File: src/rtl/dmem_ctrl_pkg.sv
// Shared types and constants for the MEM-stage data-memory stall controller.
package dmem_ctrl_pkg;

  typedef enum logic [1:0] {
    IDLE,
    REQ,
    WAIT_RSP,
    DONE
  } dmem_state_e;

  localparam int unsigned DATA_W_DEF = 32;
  localparam int unsigned ADDR_W_DEF = 32;
  localparam int unsigned BE_W       = DATA_W_DEF / 8;

endpackage

File: src/rtl/dmem_timeout_cnt.sv
// Clear/enable saturating cycle counter; 'hit' flags the last permitted cycle.
module dmem_timeout_cnt #(
  parameter int unsigned LIMIT = 256
) (
  input  logic clk,
  input  logic reset_n,
  input  logic clr,
  input  logic en,
  output logic hit
);

  generate
    if (LIMIT == 0) begin : g_off
      assign hit = 1'b0;
    end else begin : g_cnt
      localparam int unsigned W = $clog2(LIMIT + 1);
      localparam logic [W-1:0] TOP  = W'(LIMIT);
      localparam logic [W-1:0] LAST = W'(LIMIT - 1);

      logic [W-1:0] cnt;

      always_ff @(posedge clk) begin
        if (!reset_n) begin
          cnt <= '0;
        end else if (clr) begin
          cnt <= '0;
        end else if (en && (cnt != TOP)) begin
          cnt <= cnt + 1'b1;
        end
      end

      assign hit = en && (cnt == LAST);
    end
  endgenerate

endmodule

File: src/rtl/dmem_stall_ctrl.sv
// MEM-stage data-memory controller: turns a load/store into a bus request/response
// and holds stall_all until the access completes.
module dmem_stall_ctrl
  import dmem_ctrl_pkg::*;
#(
  parameter int unsigned ADDR_W      = 32,
  parameter int unsigned DATA_W      = 32,
  parameter int unsigned TIMEOUT_CYC = 256
) (
  input  logic                clk,
  input  logic                reset_n,
  input  logic                mem_read,
  input  logic                mem_write,
  input  logic [ADDR_W-1:0]   mem_addr,
  input  logic [DATA_W-1:0]   mem_wdata,
  input  logic [DATA_W/8-1:0] mem_be,
  output logic                stall_all,
  output logic [DATA_W-1:0]   mem_rdata,
  output logic                mem_err,
  output logic                bus_req_valid,
  input  logic                bus_req_ready,
  output logic                bus_we,
  output logic [ADDR_W-1:0]   bus_addr,
  output logic [DATA_W-1:0]   bus_wdata,
  output logic [DATA_W/8-1:0] bus_be,
  input  logic                bus_rsp_valid,
  input  logic [DATA_W-1:0]   bus_rsp_rdata,
  input  logic                bus_rsp_err
);

  dmem_state_e state;
  logic        to_hit;
  logic        mem_req;

  assign mem_req = mem_read | mem_write;

  dmem_timeout_cnt #(
    .LIMIT (TIMEOUT_CYC)
  ) u_timeout (
    .clk     (clk),
    .reset_n (reset_n),
    .clr     (state != WAIT_RSP),
    .en      (state == WAIT_RSP),
    .hit     (to_hit)
  );

  // IDLE term is gated by reset so a held request cannot stall while in reset.
  always_comb begin
    stall_all = 1'b0;
    case (state)
      IDLE:     stall_all = reset_n & mem_req;
      REQ:      stall_all = 1'b1;
      WAIT_RSP: stall_all = 1'b1;
      default:  stall_all = 1'b0;
    endcase
  end

  always_ff @(posedge clk) begin
    if (!reset_n) begin
      state         <= IDLE;
      bus_req_valid <= 1'b0;
      bus_we        <= 1'b0;
      bus_addr      <= '0;
      bus_wdata     <= '0;
      bus_be        <= '0;
      mem_rdata     <= '0;
      mem_err       <= 1'b0;
    end else begin
      mem_err <= 1'b0;
      case (state)
        IDLE: begin
          if (mem_req) begin
            bus_we        <= mem_write & ~mem_read;
            bus_addr      <= mem_addr;
            bus_wdata     <= mem_wdata;
            bus_be        <= mem_be;
            bus_req_valid <= 1'b1;
            state         <= REQ;
          end
        end
        REQ: begin
          if (bus_req_ready) begin
            bus_req_valid <= 1'b0;
            state         <= WAIT_RSP;
          end
        end
        WAIT_RSP: begin
          // A response arriving on the timeout cycle still wins over the abort.
          if (bus_rsp_valid) begin
            if (bus_rsp_err) begin
              mem_rdata <= '0;
              mem_err   <= 1'b1;
            end else if (!bus_we) begin
              mem_rdata <= bus_rsp_rdata;
            end
            state <= DONE;
          end else if (to_hit) begin
            mem_rdata <= '0;
            mem_err   <= 1'b1;
            state     <= DONE;
          end
        end
        DONE: begin
          state <= IDLE;
        end
        default: begin
          state         <= IDLE;
          bus_req_valid <= 1'b0;
        end
      endcase
    end
  end

  a_rd_wr_exclusive: assert property (@(posedge clk) disable iff (!reset_n)
    !(mem_read && mem_write));

endmodule

File: config.mk
export PLATFORM = sky130hd
export DESIGN_NAME = dmem_stall_ctrl
export DESIGN_NICKNAME = d
export VERILOG_FILES = /design/src/rtl/dmem_ctrl_pkg.sv /design/src/rtl/dmem_timeout_cnt.sv /design/src/rtl/dmem_stall_ctrl.sv
export SDC_FILE = /design/constraint.sdc
export NUM_CORES = 1
export LEC_CHECK = 0
export BUFFER_PORTS_ARGS = -buffer_cell sky130_fd_sc_hd__buf_4
export CAP_MARGIN = 20
export CORE_MARGIN = 10
export CORE_UTILIZATION = 35
export CTS_CLUSTER_DIAMETER = 120
export CTS_CLUSTER_SIZE = 28
export DETAILED_ROUTE_END_ITERATION = 6
export PLACE_DENSITY = 0.73
export SLEW_MARGIN = 20
export SYNTH_ARGS = -nofsm -noshare
export SYNTH_HDL_FRONTEND = slang
export SYNTH_SLANG_ARGS = --single-unit
File: constraint.sdc
create_clock -name clk -period 1.7 [get_ports clk]
set_input_delay 0.17 -clock clk [delete_from_list [all_inputs] [get_ports clk]]
set_output_delay 0.17 -clock clk [all_outputs]
set_load 0.01 [all_outputs]
==> run metrics <==
fin nets 898; synth warn 0; CP arrival 2.07 ns; top cell type's share of synthesized area 50.9%; asr flop ratio synth 0%; initial antenna violation count 0; Setup Skew 0.00307 ns; placed inst area 6250 um^2; cell taking the most area after synthesis dfxtp_1; RSZ-0062 raised after global routing true; Pre-antenna DRT Iters 5; Clk network pwr share 35.9%; routed wire length 16.0 mm; Final Core Density 58.8%; Unique masters post-synth 41; Iter 0 DRT Violations 325; mapped cell area 4480 um^2; Post-Place Worst Slack -0.0427 ns; Die H 133 um; min-delay worst type primary input to register; Comb pwr share 32.9%; routability cong. 0.775; final worst-path cycle share 103%; top cells by area, synth dfxtp_1 (51%), a21oi_1 (12%), nand2_1 (12%); port buffer count 210; sw frac 31.7%; # IOs 211; Via density 4.99; Net Sw Power 0.00346 W; Syn Inst Count 539; R2R depth 8; Final ANT Viol Nets 0; sequential fraction of the synthesis area 50.9%; Layout area overhead 64.9%; CTS tree built; Std-Cell Rows 41; #FFs+latches synth 114; CTS Buf Count 17; Slew Limit Fails 0; fin crit period 1.74 ns; final number of setup-violating endpoints 1; Crit-path slowest cell dfxtp_2; mean post-synth cell area 8.32 um^2; crit end category register; ANT cells 0; H-tree depth 4; crit-path max cell delay 0.35 ns; insertion delay to the later sink of the worst-skew pair 0.41 ns; pin count of the biggest net entering global routing 69; status finished, violations left; VDD IR max 0.924 mV; Die W 133 um; Pleak 3.17 nW; drt drc 0; vias in the first global route 4976; min setup slack post-route -0.0450 ns; failing checks setup timing; Syn Nets 654; share of cells above drive strength 1 36.6%; worst-margin pin slew 0.627 ns; via count 4821; worst-path cell chain ha_4 > nand3_2 > nor3_2 > ha_2 > nor2_2 > a222oi_1 > buf_4 > mux2i_2; Critical Path Source Type register; final hold vios 0; Most used DFF post-synth dfxtp_1; most common cell after layout, fill and taps aside buf_4; most frequent cells in the layout buf_4 (229), nand2_1 (142), dfxtp_1 (110), a21oi_1 (104), dlygate4sd3_1 (37); total gr overflow 0; gr usage total 17.1%; relative slew slack 58.2%; initial core utilization 35.7%; P_int 0.00747 W; CTS max path bufs 2; Setup TNS -0.0450 ns; CTS root buf clkbuf_16; maxcap violations 0; Post-synth EDFFs 0; wire per inst 16.5 um; Max Fclk 573 MHz; DP HPWL 10.8 mm; Hold Crit Depth 3; kind of critical path register to register; P per Cell Area 1480 nW/um^2; Clock transition at path regs 0.05 ns; first-pass GRT wire length 24.9 mm; core area 12600 um^2; clock tree sinks 114; CP required 2.02 ns; Worst Path Max Fanout 3; Seq pwr share 31.2%; die area 17700 um^2; final instance area 7390 um^2
[final timing paths]
kind / startpoint / endpoint / slack, ns
worst max-delay path: u_timeout.g_cnt.cnt[0]$_SDFFE_PN0P_ / state[1]$_SDFFE_PN0P_ / -0.04
worst min-delay path: mem_addr[25] / bus_addr[25]$_SDFFE_PN0P_ / 0.02
worst min register to register: bus_wdata[12]$_SDFFE_PN0P_ / bus_wdata[12]$_SDFFE_PN0P_ / 0.45
worst max register to register: u_timeout.g_cnt.cnt[0]$_SDFFE_PN0P_ / state[1]$_SDFFE_PN0P_ / -0.04
[per-layer routing]
metal	global-route usage, %	vias to the layer above	part of all wire, %
met2	29.8	190	51
met3	7.18	36	8.6
met4	7.44	0	2.5
met5	0	-	0
met1	17.6	2256	38
li1	-	2339	-
[cells by family after synthesis]
logic type      Yosys count  share of synthesized area (%)
compound gates          156                           18.4
xor+xnor                  2                          0.391
fa+ha+maj                 8                           2.23
buf+inv                  55                           5.64
flops                   114                           50.9
mux                       1                          0.223
simple gates            203                           22.2
[power by group through the flow]
stage / Sequential [W] / Combinational [W] / Clock (W)
after floorplan: 0.00362 / 0.00174 / 0
after global placement: 0.00341 / 0.00323 / 0
after detailed placement: 0.00344 / 0.00333 / 0
after CTS: 0.00341 / 0.00349 / 0.00399
after global routing: 0.00347 / 0.00392 / 0.00411
final: 0.00341 / 0.00359 / 0.00393
[stage by stage]
| stage | total power (W) | instances | hold slack (ns) |
|---|---|---|---|
| floorplan | 0.00536 | 539 | 0.270 |
| CTS | 0.0109 | 963 | 0.0000671 |
| global placement | 0.00664 | 894 | 0.417 |
| detailed placement | 0.00677 | 894 | 0.423 |
| global route | 0.0115 | 967 | 0.00716 |
| finish | 0.0109 | 967 | 0.0187 |
[synthesized netlist by cell type, drive strengths merged, types with 2 or more instances]
| master | instances |
|---|---|
| nand2 | 142 |
| nor4b | 2 |
| nand4 | 2 |
| a21oi | 108 |
| dfxtp | 114 |
| o21a | 2 |
| nor3 | 4 |
| ha | 8 |
| nor2 | 6 |
| nand3 | 5 |
| inv | 10 |
| nand4b | 32 |
| or3 | 2 |
| or4b | 2 |
| o21ai | 38 |
| buf | 28 |
| clkbuf | 17 |
[what timing repair did]
action | CTS | global route
pin swaps | 2 | 28
setup buffers | 1 | 4
endpoints found under the setup margin | 27 | 32
gates resized for setup | 16 | 8
hold endpoints to repair | 37 | 0
hold buffers | 37 | 0
[critical path: cells and delay by family (launching register included)]
kind / cells / cell delay, ns
compound gates: 1 / 0.30
simple gates: 3 / 0.25
fa+ha+maj: 2 / 0.37
mux: 1 / 0.21
flops: 1 / 0.35
buf+inv: 1 / 0.19
[flip-flops by register name (all words and copies together), names as in the netlist]
signal               cells
mem_err                  1
bus_we                   1
u_timeout.g_cnt.cnt      9
state                    2
bus_addr                32
bus_req_valid            1
bus_wdata               32
mem_rdata               32
bus_be                   4
[layout make-up]
cell class / instances / area (um^2)
clock buffers: 21 / 470
inverters: 10 / 37.5
fillers: 1042 / 5180
well taps: 172 / 215
multi-input cells: 370 / 2030
flip-flops and latches: 114 / 2290
repair buffers: 270 / 2170
clock inverters: 10 / 180
(Power assumes the default switching activity.)
